**config.mk**
```make
export PLATFORM = sky130hd
export DESIGN_NAME = writeback_stage
export DESIGN_NICKNAME = d
export VERILOG_FILES = /design/src/rtl/writeback_stage_pkg.sv /design/src/rtl/writeback_stage_load_extend.sv /design/src/rtl/writeback_stage.sv
export SDC_FILE = /design/constraint.sdc
export NUM_CORES = 1
export LEC_CHECK = 0
export CAP_MARGIN = 40
export CORE_ASPECT_RATIO = 0.75
export CORE_MARGIN = 10
export CORE_UTILIZATION = 30
export DETAILED_ROUTE_END_ITERATION = 7
export DONT_BUFFER_PORTS = 1
export HOLD_SLACK_MARGIN = 0.08
export PLACE_DENSITY = 0.48
export SETUP_SLACK_MARGIN = 0.2
export SLEW_MARGIN = 10
export SYNTH_ARGS = -nofsm -noshare
export SYNTH_HDL_FRONTEND = slang
export SYNTH_SLANG_ARGS = --single-unit
```
**constraint.sdc**
```tcl
create_clock -name r_clk -period 2.25 [get_ports r_clk]
set_input_delay 0.675 -clock r_clk [delete_from_list [all_inputs] [get_ports r_clk]]
set_output_delay 0.675 -clock r_clk [all_outputs]
set_load 0.01 [all_outputs]
```
**src/rtl/writeback_stage_pkg.sv**
```systemverilog
// Shared definitions for the write-back stage: result-select codes,
// load funct3 codes and FSM state encoding.
package writeback_stage_pkg;

  localparam logic [1:0] WB_ALU = 2'd0;
  localparam logic [1:0] WB_MEM = 2'd1;
  localparam logic [1:0] WB_PC4 = 2'd2;
  localparam logic [1:0] WB_IMM = 2'd3;

  localparam logic [2:0] F3_LB  = 3'd0;
  localparam logic [2:0] F3_LH  = 3'd1;
  localparam logic [2:0] F3_LW  = 3'd2;
  localparam logic [2:0] F3_LBU = 3'd4;
  localparam logic [2:0] F3_LHU = 3'd5;

  typedef enum logic [1:0] {
    ST_IDLE     = 2'd0,
    ST_WAIT_MEM = 2'd1,
    ST_COMMIT   = 2'd2
  } state_t;

endpackage

```
**src/rtl/writeback_stage_load_extend.sv**
```systemverilog
// Combinational RV32 load alignment: picks the byte/half/word addressed by
// offset, sign- or zero-extends it, and flags misaligned or unknown loads.
module writeback_stage_load_extend
  import writeback_stage_pkg::*;
(
  input  logic [31:0] word,
  input  logic [1:0]  offset,
  input  logic [2:0]  funct3,
  output logic [31:0] data,
  output logic        err
);

  logic [7:0]  byte_sel;
  logic [15:0] half_sel;

  always_comb begin
    byte_sel = word[7:0];
    case (offset)
      2'd0: byte_sel = word[7:0];
      2'd1: byte_sel = word[15:8];
      2'd2: byte_sel = word[23:16];
      2'd3: byte_sel = word[31:24];
      default: byte_sel = word[7:0];
    endcase
    half_sel = offset[1] ? word[31:16] : word[15:0];
  end

  // Misaligned halves/words and reserved funct3 codes are reported, not trapped.
  always_comb begin
    data = '0;
    err  = 1'b0;
    case (funct3)
      F3_LB:  data = {{24{byte_sel[7]}}, byte_sel};
      F3_LBU: data = {24'b0, byte_sel};
      F3_LH: begin
        data = {{16{half_sel[15]}}, half_sel};
        err  = offset[0];
      end
      F3_LHU: begin
        data = {16'b0, half_sel};
        err  = offset[0];
      end
      F3_LW: begin
        data = word;
        err  = |offset;
      end
      default: err = 1'b1;
    endcase
  end

endmodule

```
**src/rtl/writeback_stage.sv**
```systemverilog
// Final pipeline stage: selects the write-back value, waits for load data,
// and drives the register-file write port one cycle after the decision.
module writeback_stage
  import writeback_stage_pkg::*;
#(
  parameter int AWIDTH = 5,
  parameter int DWIDTH = 32,
  parameter int CWIDTH = 16
) (
  input  logic              r_clk,
  input  logic              r_rst,
  input  logic              i_valid,
  output logic              o_ready,
  input  logic              i_reg_write,
  input  logic [AWIDTH-1:0] i_rd_addr,
  input  logic [1:0]        i_wb_sel,
  input  logic [2:0]        i_funct3,
  input  logic [DWIDTH-1:0] i_alu_result,
  input  logic [DWIDTH-1:0] i_pc,
  input  logic [DWIDTH-1:0] i_imm,
  input  logic [DWIDTH-1:0] i_mem_rdata,
  input  logic              i_mem_rvalid,
  output logic              o_we,
  output logic [AWIDTH-1:0] o_addr_rd,
  output logic [DWIDTH-1:0] o_data_rd,
  output logic              o_load_err,
  output logic [CWIDTH-1:0] o_retired
);

  state_t state, state_next;

  logic              pend_reg_write;
  logic [AWIDTH-1:0] pend_rd;
  logic [1:0]        pend_offset;
  logic [2:0]        pend_funct3;
  logic              pend_err;

  logic              accept;
  logic              commit;
  logic              c_reg_write;
  logic [AWIDTH-1:0] c_rd;
  logic [DWIDTH-1:0] c_data;
  logic              c_err;

  logic [1:0]        ext_offset;
  logic [2:0]        ext_funct3;
  logic [DWIDTH-1:0] ext_data;
  logic              ext_err;

  assign o_ready = (state != ST_WAIT_MEM);
  assign accept  = i_valid & o_ready;

  // One extender serves both jobs: error check at accept, data extraction while waiting.
  assign ext_offset = (state == ST_WAIT_MEM) ? pend_offset : i_alu_result[1:0];
  assign ext_funct3 = (state == ST_WAIT_MEM) ? pend_funct3 : i_funct3;

  writeback_stage_load_extend u_load_extend (
    .word   (i_mem_rdata),
    .offset (ext_offset),
    .funct3 (ext_funct3),
    .data   (ext_data),
    .err    (ext_err)
  );

  always_comb begin
    state_next  = state;
    commit      = 1'b0;
    c_reg_write = i_reg_write;
    c_rd        = i_rd_addr;
    c_data      = '0;
    c_err       = 1'b0;
    case (state)
      ST_IDLE, ST_COMMIT: begin
        state_next = ST_IDLE;
        if (i_valid) begin
          if (i_wb_sel == WB_MEM) begin
            state_next = ST_WAIT_MEM;
          end else begin
            state_next = ST_COMMIT;
            commit     = 1'b1;
            case (i_wb_sel)
              WB_ALU:  c_data = i_alu_result;
              WB_PC4:  c_data = i_pc + DWIDTH'(4);
              WB_IMM:  c_data = i_imm;
              default: c_data = '0;
            endcase
          end
        end
      end
      ST_WAIT_MEM: begin
        if (i_mem_rvalid) begin
          state_next  = ST_COMMIT;
          commit      = 1'b1;
          c_reg_write = pend_reg_write;
          c_rd        = pend_rd;
          c_data      = ext_data;
          c_err       = pend_err;
        end
      end
      default: state_next = ST_IDLE;
    endcase
  end

  // Output registers are loaded on the edge entering COMMIT, so they are live exactly then.
  always_ff @(posedge r_clk) begin
    if (r_rst) begin
      state          <= ST_IDLE;
      o_we           <= 1'b0;
      o_load_err     <= 1'b0;
      o_addr_rd      <= '0;
      o_data_rd      <= '0;
      o_retired      <= '0;
      pend_reg_write <= 1'b0;
      pend_rd        <= '0;
      pend_offset    <= '0;
      pend_funct3    <= '0;
      pend_err       <= 1'b0;
    end else begin
      state      <= state_next;
      o_we       <= commit & c_reg_write & (c_rd != '0) & ~c_err;
      o_load_err <= commit & c_err;
      if (commit) begin
        o_addr_rd <= c_rd;
        o_data_rd <= c_data;
        o_retired <= o_retired + CWIDTH'(1);
      end
      if (accept && (i_wb_sel == WB_MEM)) begin
        pend_reg_write <= i_reg_write;
        pend_rd        <= i_rd_addr;
        pend_offset    <= i_alu_result[1:0];
        pend_funct3    <= i_funct3;
        pend_err       <= ext_err;
      end
    end
  end

endmodule

```
==> results.py <==
metrics = {
    "cells_and_area": {
        "layout.nets": 765,
        "n_fill_cell": 1673,
        "final_common_cell": "dfxtp_1",
        "final_cell_mix": "dfxtp_1 (67), nand2_1 (65), nor2_1 (60)",
        "fin_util_pct": 37.2,
        "final_area_um2": 5910,
        "diodes": 0,
        "drive_gt1_share_pct": 20.8,
        "syn_to_final_growth_pct": 22.1,
        "finalNonFillerCells": 835,
    },
    "clock_tree": {
        "root_buffer": "clkbuf_16",
        "cts_buffer_depth": 2,
        "clk_latency_ps": 340,
        "cts_tree": "done",
        "clkTransAtPathRegs_ps": 70,
        "h-tree-depth": 3,
        "clkSinkCount": 69,
        "cts_hold_buf": 0,
        "cts_inserted_buffers": 9,
    },
    "global_routing": {
        "grt_max_degree": 63,
        "grt_pass1_vias": 4939,
        "antenna_found_initial": 0,
        "gr-total-overflow": 0,
        "grt_pass1_wl_um": 31800,
        "track_usage_pct": 19.0,
    },
    "sta": {
        "tns_ps": 0,
        "worst_slack_ps": 202,
        "fmax_mhz": 488,
        "fin_crit_ps": 2050,
        "hold_viol": 0,
        "maxSlewViolCount": 0,
        "whs_ps": 406,
        "fin_crit_sh_pct": 91.0,
        "finClkSkew_ps": 15.3,
        "rsz0062_at_grt": "yes",
        "tightest_slew_ps": 565,
        "setup_viol_count_final": 0,
        "relSlewSlack_pct": 62.3,
    },
    "worst_hold_path": {
        "min_from": "r_rst",
        "hold_class": "in2reg",
        "min_to": "o_addr_rd[4]",
        "hold_depth": 1,
    },
    "logic_synthesis": {
        "synthArstFlopShare_pct": 0,
        "yosysUniqueCellTypes": 76,
        "synth_ff_type": "dfxtp_1",
        "ys_seq_area_share_pct": 28.5,
        "synth_warnings": 0,
        "syn_area_um2": 4840,
        "syn_inst": 591,
        "synth_area_per_cell_um2": 8.20,
        "ys_ff_latch": 69,
        "synth_edf_count": 0,
        "syn_nets": 736,
    },
    "setup_path": {
        "cp.arrival_ps": 2280,
        "critPathRequiredTime_ps": 2480,
        "crit_path_start": "state[0]",
        "worst-setup-path-type": "reg2reg",
        "rrSetupSlack_ps": 200,
        "timing.rr.start": "state[0]",
        "cp-start-kind": "flop",
        "crit_top_cell": "a221o_1",
        "cp_slowest_cell": "a211oi_4",
        "crit_path_max_fanout": 10,
        "slowest_delay_ps": 380,
        "rr_worst_depth": 7,
        "crit_chain": "buf_6, and3b_2, a21o_1, a211oi_4, nor4_4, a221o_1, a221o_1",
        "cp-end-kind": "flop",
        "timing.rr.end": "o_data_rd[15]",
    },
    "die": {
        "row_count": 40,
        "die_area_um2": 21700,
        "io_pins": 199,
        "initial_core_util_pct": 30.4,
        "core-area_um2": 15900,
        "die_h_um": 130,
        "fp.dieW_um": 167,
    },
    "placed_design": {
        "pre_cts_ws_ps": 9.22,
        "postPlaceCellArea_um2": 5320,
        "dpl.hpwl_um": 17300,
        "gp_congestion": 0.900,
        "place_inst": 809,
        "io_buffers": 0,
    },
    "route": {
        "drcViolationCount": 0,
        "drt_iter0_drc": 440,
        "drt-wirelength-per-cell_um": 26.1,
        "ant_nets": 0,
        "drtPass1Iterations": 6,
        "routed_wirelength_um": 21800,
        "viasPerCell": 6.01,
        "vias": 5015,
    },
    "power_and_ir_drop": {
        "ir_drop_mv": 0.281,
        "power.leakage_nw": 2.23,
        "power_mw": 3.60,
        "p_per_area_nw_per_um2": 609,
    },
    "job": {
        "maxCapViolations": 0,
    },
    "outcome": {
        "outcome": "completed",
    },
}
## kinds of logic (layout without fill, tap and decap cells)
family	count (synthesis)	in the layout	synth area share [%]
and+or+nand+nor	237	237	26.4
AOI/OAI and AO/OA	164	164	25.1
DFF	69	69	28.5
buffers and inverters	43	77	3.87
muxes	42	42	9.45
xor gates and xnor gates	34	34	6.15
adders and majority gates	2	2	0.516
## state kept, by name, summed over array words and instances, names as in the netlist
| name | flops |
|---|---|
| o_we | 1 |
| pend_funct3 | 3 |
| state | 2 |
| pend_reg_write | 1 |
| o_retired | 16 |
| o_addr_rd | 5 |
| pend_offset | 2 |
| pend_rd | 5 |
| o_data_rd | 32 |
| pend_err | 1 |
| o_load_err | 1 |
## per-layer routing
| metal | vias up | track usage (%) | part of all wire (%) |
|---|---|---|---|
| met5 | - | 0 | 0 |
| met4 | 0 | 3.81 | 0.77 |
| met3 | 14 | 6.19 | 9.1 |
| met2 | 210 | 29.4 | 45 |
| met1 | 2493 | 25.5 | 45 |
| li1 | 2298 | - | - |
## worst max-delay path by stage
stage	slack [ps]	end	depth (start not counted)
finish	200	o_data_rd[15]	7
floorplan	160	o_data_rd[15]	6
CTS	200	o_data_rd[15]	7
global placement	-60	o_data_rd[7]	6
global route	130	o_data_rd[15]	7
detailed placement	9	o_data_rd[24]	7
## critical path, delay by kind of cell, from the launching register on
kind	cells	cell delay (ps)
buffers and inverters	1	130
and+or+nand+nor	2	320
AOI/OAI and AO/OA	4	1180
DFF	1	320
## area by class of cell
class | instances | area [um^2] | share of cell area [%]
Multi-Input combinational cell | 479 | 3450 | 58.4
Sequential cell | 69 | 1390 | 23.4
Timing Repair Buffer | 52 | 440 | 7.45
Tap cell | 210 | 263 | 4.44
Clock buffer | 10 | 239 | 4.04
Clock inverter | 6 | 93.8 | 1.59
Inverter | 9 | 38.8 | 0.656
## synth_stat cells, types with 4 or more instances
cell,count,area share (%)
a22oi_1,33,5.1
nand2b_1,5,0.65
xor2_1,16,2.9
a21oi_1,24,2.5
a211oi_1,7,1.1
and3_1,9,1.2
nor2b_1,4,0.52
o211ai_1,4,0.62
nand4_1,14,1.8
nand3_2,9,1.9
a221oi_1,14,2.5
o32ai_1,5,0.90
nor2_1,63,4.9
a22o_1,5,0.90
o21ai_0,19,2.0
dfxtp_1,69,29
xnor2_1,18,3.3
mux2i_1,35,7.2
nor3_1,9,0.93
nor4_1,6,0.77
o22ai_1,10,1.3
clkbuf_1,24,1.9
inv_1,7,0.54
nand2_1,65,5.0
a32oi_1,8,1.4
a31oi_1,5,0.65
and4_1,6,1.1
nand3_1,16,1.7
buf_2,4,0.41
and2_1,4,0.52
## report_power, final
part | internal (mW) | switching [mW] | leakage, nW | total (mW)
clock | 1.01 | 0.607 | 0.159 | 1.62
combinational | 0.288 | 0.323 | 1.51 | 0.612
sequential | 1.28 | 0.0910 | 0.564 | 1.38
total | 2.58 | 1.02 | 2.23 | 3.60
## timing repair
| action | in CTS | in global routing |
|---|---|---|
| setup buffers | 6 | 3 |
| endpoints found under the setup margin | 20 | 24 |
| resized for setup | 9 | 22 |
| pin swaps | 3 | 6 |
| cloned | 0 | 1 |
Note: power is estimated with default switching activity, not from simulation.
